### config.mk
export PLATFORM = sky130hd
export DESIGN_NAME = sky1_prog_ctrl
export DESIGN_NICKNAME = d
export VERILOG_FILES = /design/src/rtl/sky1_prog_ctrl.sv
export SDC_FILE = /design/constraint.sdc
export NUM_CORES = 1
export LEC_CHECK = 0
export BUFFER_PORTS_ARGS = -buffer_cell sky130_fd_sc_hd__buf_4
export CORE_AREA = 10 10 103 105
export DETAILED_ROUTE_END_ITERATION = 6
export DIE_AREA = 0 0 113 115
export HOLD_SLACK_MARGIN = 0.15
export PLACE_DENSITY = 0.58
export SETUP_SLACK_MARGIN = 0.1
export SKIP_LAST_GASP = 1
export SLEW_MARGIN = 20
export SYNTH_ARGS = -nofsm -noshare
export SYNTH_HDL_FRONTEND = slang
export SYNTH_SLANG_ARGS = --single-unit
export TNS_END_PERCENT = 5
### constraint.sdc
create_clock -name clk -period 3.7 [get_ports clk]
set_clock_uncertainty 0.15 [all_clocks]
set_input_delay 0 -clock clk [delete_from_list [all_inputs] [get_ports clk]]
set_output_delay 0 -clock clk [all_outputs]
set_load 0.01 [all_outputs]
### src/rtl/sky1_prog_ctrl.sv
// sky1_prog_ctrl: byte-stream program loader and run/step sequencer for the sky1 core.
// All outputs are flops; the combinational block only decides what they take next edge.
module sky1_prog_ctrl #(
    parameter int MEM_DEPTH   = 19,
    parameter int ADDR_W      = 5,
    parameter int STEP_CYCLES = 3,
    parameter int RST_CYCLES  = 2
) (
    input  logic              clk,
    input  logic              rst_n,
    input  logic [7:0]        in_data,
    input  logic              in_valid,
    output logic              in_ready,
    output logic              core_we,
    output logic [ADDR_W-1:0] core_addr,
    output logic [7:0]        core_data,
    output logic              core_rst_n,
    output logic              core_en,
    input  logic              core_halted,
    output logic [7:0]        status
);

    localparam logic [7:0] CMD_LOAD   = 8'hA0;
    localparam logic [7:0] CMD_RUN    = 8'hB0;
    localparam logic [7:0] CMD_STEP   = 8'hB1;
    localparam logic [7:0] CMD_STOP   = 8'hB2;
    localparam logic [7:0] CMD_CLRERR = 8'hC0;

    localparam int         TMR_W   = 4;
    localparam logic [7:0] DEPTH_B = 8'(MEM_DEPTH);
    localparam logic [8:0] DEPTH_W = 9'(MEM_DEPTH);

    typedef enum logic [2:0] {
        S_IDLE    = 3'd0,
        S_LD_ADDR = 3'd1,
        S_LD_CNT  = 3'd2,
        S_LD_DATA = 3'd3,
        S_RST     = 3'd4,
        S_RUN     = 3'd5,
        S_STEP    = 3'd6
    } state_t;

    state_t            state, state_n;
    logic [ADDR_W-1:0] addr, addr_n;
    logic [7:0]        ld_cnt, ld_cnt_n;
    logic [TMR_W-1:0]  tmr, tmr_n;
    logic              err, err_n;
    logic              done, done_n;
    logic              halted_q;
    logic              we_n;
    logic              accept;
    logic [8:0]        end_addr;

    assign accept   = in_valid && in_ready;
    assign end_addr = 9'(addr) + {1'b0, in_data};
    assign status   = {state != S_IDLE, err, done, halted_q, 1'b0, state};

    always_ff @(posedge clk or negedge rst_n) begin
        if (!rst_n) begin
            state      <= S_IDLE;
            addr       <= '0;
            ld_cnt     <= '0;
            tmr        <= '0;
            err        <= 1'b0;
            done       <= 1'b0;
            halted_q   <= 1'b0;
            in_ready   <= 1'b0;
            core_we    <= 1'b0;
            core_addr  <= '0;
            core_data  <= '0;
            core_rst_n <= 1'b0;
            core_en    <= 1'b0;
        end else begin
            state      <= state_n;
            addr       <= addr_n;
            ld_cnt     <= ld_cnt_n;
            tmr        <= tmr_n;
            err        <= err_n;
            done       <= done_n;
            halted_q   <= core_halted;
            in_ready   <= (state_n != S_RST) && (state_n != S_STEP);
            core_rst_n <= (state_n != S_RST);
            core_en    <= (state_n == S_RUN) || (state_n == S_STEP);
            core_we    <= we_n;
            if (we_n) begin
                core_addr <= addr;
                core_data <= in_data;
            end
        end
    end

    always_comb begin
        state_n  = state;
        addr_n   = addr;
        ld_cnt_n = ld_cnt;
        tmr_n    = tmr;
        err_n    = err;
        done_n   = done;
        we_n     = 1'b0;

        unique case (state)
            S_IDLE: begin
                // With err latched, only CLRERR is acted upon; everything else is swallowed.
                if (accept) begin
                    if (err) begin
                        if (in_data == CMD_CLRERR) err_n = 1'b0;
                    end else begin
                        unique case (in_data)
                            CMD_LOAD: begin
                                state_n = S_LD_ADDR;
                                done_n  = 1'b0;
                            end
                            CMD_RUN: begin
                                state_n = S_RST;
                                tmr_n   = TMR_W'(RST_CYCLES - 1);
                                done_n  = 1'b0;
                            end
                            CMD_STEP: begin
                                done_n = 1'b0;
                                if (!core_halted) begin
                                    state_n = S_STEP;
                                    tmr_n   = TMR_W'(STEP_CYCLES - 1);
                                end
                            end
                            CMD_STOP:   ;
                            CMD_CLRERR: err_n = 1'b0;
                            default:    err_n = 1'b1;
                        endcase
                    end
                end
            end
            S_LD_ADDR: begin
                if (accept) begin
                    if (in_data >= DEPTH_B) begin
                        err_n   = 1'b1;
                        state_n = S_IDLE;
                    end else begin
                        addr_n  = in_data[ADDR_W-1:0];
                        state_n = S_LD_CNT;
                    end
                end
            end
            S_LD_CNT: begin
                // The whole range is validated up front so no write can run past the end.
                if (accept) begin
                    if (in_data == 8'd0) begin
                        state_n = S_IDLE;
                    end else if (end_addr > DEPTH_W) begin
                        err_n   = 1'b1;
                        state_n = S_IDLE;
                    end else begin
                        ld_cnt_n = in_data;
                        state_n  = S_LD_DATA;
                    end
                end
            end
            S_LD_DATA: begin
                if (accept) begin
                    we_n     = 1'b1;
                    addr_n   = addr + ADDR_W'(1);
                    ld_cnt_n = ld_cnt - 8'd1;
                    if (ld_cnt == 8'd1) state_n = S_IDLE;
                end
            end
            S_RST: begin
                if (tmr == '0) state_n = S_RUN;
                else           tmr_n   = tmr - TMR_W'(1);
            end
            S_RUN: begin
                // A halt seen together with STOP still counts as a completed run.
                if (core_halted) begin
                    done_n  = 1'b1;
                    state_n = S_IDLE;
                end else if (accept && in_data == CMD_STOP) begin
                    state_n = S_IDLE;
                end
            end
            S_STEP: begin
                if (tmr == '0) state_n = S_IDLE;
                else           tmr_n   = tmr - TMR_W'(1);
            end
            default: state_n = S_IDLE;
        endcase
    end

endmodule

==> flow_summary.toml, run 1 <==
[layout]
area_growth_pct = 23.12
fin_nets = 333
num_antenna_cells = 0
drive_above_1_share_pct = 21.79

[cts]
cts.sinks = 40
clkLatencyLatePin_ns = 0.31
cts-root-buf = "clkbuf_8"
cts_buffer_depth = 2
numCtsBuffers = 5
h-tree-depth = 2
cts_tree = "done"
cts.clk_slew.worst_paths_ns = 0.09

[global_route]
overflow = 0
grt_pass1_wl_um = 11290
antenna_found_initial = 0
grt_max_degree = 41
grtUsageTotal_pct = 10.45
grt_pass1_vias = 2156

[route]
viasPerCell = 5.410
drc = 0
final_antenna_net_count = 0
vias = 2272
top_layer_used = "met4"
met3_length_um = 298
wl_met2_um = 3234
drtIter0Drc = 121
totalWireLength_um = 6727
wl_per_cell_um = 16.02
first_pass_iters = 5
routedLengthMet1_um = 2998

[floorplan]
num_rows = 34
die_w_um = 113
die_area_um2 = 13000
ios = 37
die_y_um = 115
start_util_pct = 29.43
core_um2 = 8551

[sta]
grt_setup_unrepaired = "false"
finalSetupViolations = 0
clock.fmax_mhz = 341.8
drv_slew = 0
tightest_slew_ns = 0.8494
fin_crit_ns = 2.926
finalSetupTns_ns = 0
hold_viol = 0
relSlewSlack_pct = 43.16
fin_crit_sh_pct = 79.07

[placed_design]
post-dp-hpwl_um = 4830
numPortBuffers = 35
gp_congestion = 0.8520

[synth]
netlist_area_um2 = 2516
synth.yosys.seq_area_share_pct = 39.78
async_flop_share_pct = 100.0
syn_inst = 270
synth.distinct_cells = 56
synth_fp_nets = 292
ys.flop_type = "dfrtp_1"
ys_ff_latch = 40
synth-edff-count = 0
syn_area_per_cell_um2 = 9.319
synth_warnings = 0

[power_and_ir_drop]
leakage_nw = 1.398
total_power_mw = 1.300
p_clk_share_pct = 28.8
swShare_pct = 33.46
pwr-share-seq_pct = 42.2
ir_drop_mv = 0.2236
power.density_nw_per_um2 = 419.7
power_frac_comb_pct = 29.0
p_int_mw = 0.8652
p_sw_mw = 0.4351

[critical_path]
slowest_delay_ns = 0.45
critical_path_class = "reg -> reg"
cp_slowest_cell = "fa_1"
crit_path_end_kind = "register"
start_kind = "register"
crit_required_ns = 3.74
cp_max_fo = 8
critPathArrivalTime_ns = 2.97
cp_cell_sequence = "ha_1 -> fa_1 -> a21oi_1 -> a2bb2oi_1 -> nand4b_1 -> and3_1 -> a21oi_2 -> mux2_2"

[run]
cap_violations = 0

[status]
outcome = "finished, final reports clean"

[worst_hold_path]
hp-class = "in -> reg"
==> layout by cell type, fill, tap and decap left out, types with 4 or more instances in the layout <==
cell           Yosys  layout
nand2_1           15      15
nand3_1           13      13
inv_1              7       7
nand2b_1           4       4
a21o_1             5       5
buf_4              4      36
nor2_1            20      20
a21oi_1           20      20
mux2_2            15      15
and2_1             4       4
nor3b_1            4       4
nor3_1            13      13
o21ai_0           20      20
dfrtp_1           40      40
ha_1               9       9
clkbuf_8           0       5
dlygate4sd3_1      0      13
==> flip-flops by register name, indices dropped and copies added, names as in the netlist <==
signal / cells
core_data: 8
ld_cnt: 8
addr: 5
core_addr: 5
tmr: 4
state: 3
core_en: 1
core_rst_n: 1
core_we: 1
done: 1
err: 1
halted_q: 1
in_ready: 1
==> final cells by class <==
type	instances	area, um^2
Inverter	8	30.03
Fill cell	883	5453
Clock buffer	5	68.82
Multi-Input combinational cell	206	1400
Timing Repair Buffer	50	420.4
Sequential cell	40	1001
Clock inverter	3	42.54
Tap cell	108	135.1
==> logic make-up (layout without fill, tap and decap cells) <==
kind of cell / count (synthesis) / after routing / share of synthesized area [%]
flops: 40 / 40 / 39.78
buf+inv: 24 / 66 / 4.575
simple gates: 101 / 101 / 22.82
other cells: 1 / 1 / 0.1490
fa+ha+maj: 10 / 10 / 5.271
compound gates: 74 / 74 / 18.80
xor+xnor: 2 / 2 / 0.6963
mux: 18 / 18 / 7.906
==> critical path, delay by kind of cell, from the launching register on <==
kind | cells | cell delay, ns
multiplexers | 1 | 0.38
flip-flops | 1 | 0.44
AND/OR/NAND/NOR | 2 | 0.39
adder cells (fa/ha/maj) | 2 | 0.69
AO/OA/AOI/OAI | 3 | 0.76
==> worst paths after layout <==
kind                         startpoint      endpoint  slack, ns  depth (start not counted)
min in group asynchronous         rst_n      in_ready       0.57                          4
max in group asynchronous         rst_n     ld_cnt[7]       2.62                          4
setup / recovery                addr[0]     ld_cnt[1]       0.77                          8
hold / removal              core_halted      halted_q       0.24                          2
setup reg to reg                addr[0]     ld_cnt[1]       0.77                          8
hold reg to reg            core_data[1]  core_data[1]       0.36                          1
==> layer usage <==
layer | track usage (%) | up-vias
li1 | - | 1076
met1 | 13.46 | 1109
met2 | 16.63 | 75
met3 | 1.927 | 12
met4 | 4.738 | 0
met5 | 0 | -
==> what timing repair did <==
| item | in CTS | in global routing |
|---|---|---|
| hold endpoints to repair | 72 | 0 |
| buffers inserted | 0 | 0 |
| gates resized for setup | 0 | 0 |
| hold buffers | 14 | 0 |
| setup endpoints to repair | 0 | 0 |
==> power by group through the flow <==
stage / Sequential [mW] / Combinational [mW] / Clock (mW)
global route: 0.561 / 0.425 / 0.398
finish: 0.549 / 0.377 / 0.375
global placement: 0.558 / 0.362 / 0
floorplan: 0.541 / 0.260 / 0
CTS: 0.550 / 0.379 / 0.385
detailed placement: 0.559 / 0.364 / 0
==> cells in the mapped netlist (all sizes together), types with 5 or more instances <==
library cell	count	area, um^2
a21o	6	46.30
nand2	15	56.30
nor2	20	75.07
buf	7	51.30
o21ai	21	105.1
nand3	13	65.06
mux2	15	168.9
ha	9	112.6
clkbuf	9	33.78
nor3	13	65.06
a21oi	21	108.9
or3	5	41.29
inv	8	30.03
dfrtp	40	1001
==> stage by stage <==
stage	worst slack (ns)	hold slack, ns	cells	utilization, %	area (um^2)
after floorplan	1.093	-0.4456	270	-	2516
after global routing	0.5407	0.2348	420	36.23	3098
after CTS	0.7921	0.2265	420	36.23	3098
final	0.7743	0.2363	420	36.23	3098
after global placement	0.8835	-0.1280	398	33.17	2836
after detailed placement	0.8102	-0.1275	398	33.17	2836
No activity file was read; power rests on OpenSTA's default activity.
==> run 2: changes to the inputs <==
--- a/config.mk
+++ b/config.mk
@@ -10,7 +10,7 @@
 export DETAILED_ROUTE_END_ITERATION = 6
 export DIE_AREA = 0 0 113 115
 export HOLD_SLACK_MARGIN = 0.15
-export PLACE_DENSITY = 0.58
+export PLACE_DENSITY = 0.59
 export SETUP_SLACK_MARGIN = 0.1
 export SKIP_LAST_GASP = 1
 export SLEW_MARGIN = 20
==> constraint.sdc (replaced) <==
create_clock -name clk -period 2.6 [get_ports clk]
set_clock_uncertainty 0.15 [all_clocks]
set_input_delay 0 -clock clk [delete_from_list [all_inputs] [get_ports clk]]
set_output_delay 0 -clock clk [all_outputs]
set_load 0.01 [all_outputs]
==> run 2 against run 1 <==
Fmax is 19% higher. Utilization increased by 2.5 points. Count of clock-buffer cells in the layout did not move. Cell count rose by 3.8%. Die area stayed put. Global-route usage grew 0.21 points. Critical path type unchanged. Critical endpoint is now tmr[1]. Largest cell class unchanged.
==> flow_summary.toml, run 2 (synthesis gave the netlist of run 1 again) <==
[sta]
hold_viol = 0
drv_slew = 0
fin_crit_ns = 2.467
worst_hold_slack_ns = 0.2789
finalSetupViolations = 0
tightest_slew_ns = 0.7372
fin_crit_sh_pct = 94.90
grt_setup_unrepaired = "true"
clock.fmax_mhz = 405.3
relSlewSlack_pct = 50.52

[layout]
drive_above_1_share_pct = 28.96
final_common_cell = "buf_4"
most-common-layout-cells = "buf_4, dfrtp_1, nor2_1"
fin_util_pct = 38.76
multi_input_area_um2 = 1488
reg_top3 = "core_data (8), ld_cnt (8)"
num_antenna_cells = 0
fillers = 836
area_growth_pct = 31.73
final-seq-area_um2 = 1002
fin_nets = 349

[route]
wl_per_cell_um = 15.75
final_antenna_net_count = 0
drc = 0
totalWireLength_um = 6866
viasPerCell = 5.177
vias = 2257
first_pass_iters = 4
drtIter0Drc = 170

[cts]
postCtsSetupRepairBufs = 0
cts_tree = "done"
cts-root-buf = "clkbuf_8"
cts_buffer_depth = 2
h-tree-depth = 2
cts.clk_slew.worst_paths_ns = 0.08
cts.sinks = 40
clkLatencyLatePin_ns = 0.30
numCtsBuffers = 5

[critical_path]
cp_common_cell = "or3_4"
crit_path_end = "tmr[1]"
r2r_setup_slack_ns = 0.13
reg2reg_from = "state[0]"
cp_cell_sequence = "or3_4 -> or3_4 -> o41a_1 -> nor4_4 -> buf_4 -> o211a_1 -> a21oi_1"
cp-startpoint = "state[0]"
cp_slowest_cell = "o41a_1"
crit_path_end_kind = "register"
critical_path_class = "reg -> reg"
cp_max_fo = 8
crit_required_ns = 2.64
slowest_delay_ns = 0.47
start_kind = "register"
reg2regPathDepth = 7
timing.rr.end = "tmr[1]"
critPathArrivalTime_ns = 2.50

[run]
cap_violations = 0

[power_and_ir_drop]
power.density_nw_per_um2 = 578.9
ir_drop_mv = 0.2715
leakage_nw = 1.480

[global_route]
grtUsageTotal_pct = 10.66
antenna_found_initial = 0
grt_pass1_vias = 2308
overflow = 0
grt_max_degree = 41
grt_pass1_wl_um = 11450

[placed_design]
gp_congestion = 0.8232
numPortBuffers = 35
post-dp-hpwl_um = 5087

[floorplan]
die_w_um = 113
start_util_pct = 29.43
core_um2 = 8551
die_y_um = 115
ios = 37
die_area_um2 = 13000
num_rows = 34

[worst_hold_path]
holdPathStages = 2
hp-class = "in -> reg"

[status]
outcome = "finished, final reports clean"
## run 2: where the power goes
group          internal [mW]  switching, mW
Clock                  0.284          0.235
Combinational          0.305          0.321
Sequential             0.700         0.0731
Total                   1.29          0.629
## run 2: worst min-delay path by stage
stage,start,endpoint
4_1_cts,core_halted,halted_q
3_5_place_dp,rst_n,core_data[1]
2_1_floorplan,rst_n,addr[0]
5_1_grt,core_halted,halted_q
6_report,core_halted,halted_q
3_3_place_gp,rst_n,core_data[1]
## run 2: per-layer routing
metal | vias up | GRT usage [%] | wire length (um)
met1 | 1090 | 12.76 | 3027
met4 | 0 | 4.484 | 138
met2 | 53 | 18.28 | 3455
li1 | 1103 | - | -
met5 | - | 0 | 0
met3 | 11 | 2.031 | 244
## run 2: cell type report
| class | count | share of cell area (%) |
|---|---|---|
| clock buffer | 5 | 2.076 |
| clock inverter | 3 | 1.284 |
| inverter | 8 | 0.9060 |
| multi-input combinational | 206 | 44.88 |
| sequential | 40 | 30.24 |
| tap | 108 | 4.077 |
| timing repair buffer | 66 | 16.53 |
## run 2: per-stage QoR
stage	worst slack [ns]	total power [mW]	std cells	area, um^2	TNS [ns]
6_report	0.1326	1.919	436	3314	0
2_1_floorplan	-0.007207	1.140	270	2516	-0.01342
3_5_place_dp	0.04932	1.360	414	2957	0
4_1_cts	0.1210	1.914	436	3234	0
3_3_place_gp	0.09487	1.348	414	2957	0
5_1_grt	0.06517	2.028	436	3314	0
## run 2: worst max-delay path: cells and delay by family, from the launching register on
kind                   cells  cell delay, ns
AOI/OAI and AO/OA          3            0.65
buffers and inverters      1            0.20
and+or+nand+nor            3            0.93
DFF                        1            0.43
## run 2: timing repair
action / CTS / global route
setup endpoints to repair: 3 / 13
endpoints found under the hold margin: 70 / 0
hold buffers: 14 / 0
gates resized for setup: 3 / 15
pin swaps: 0 / 6
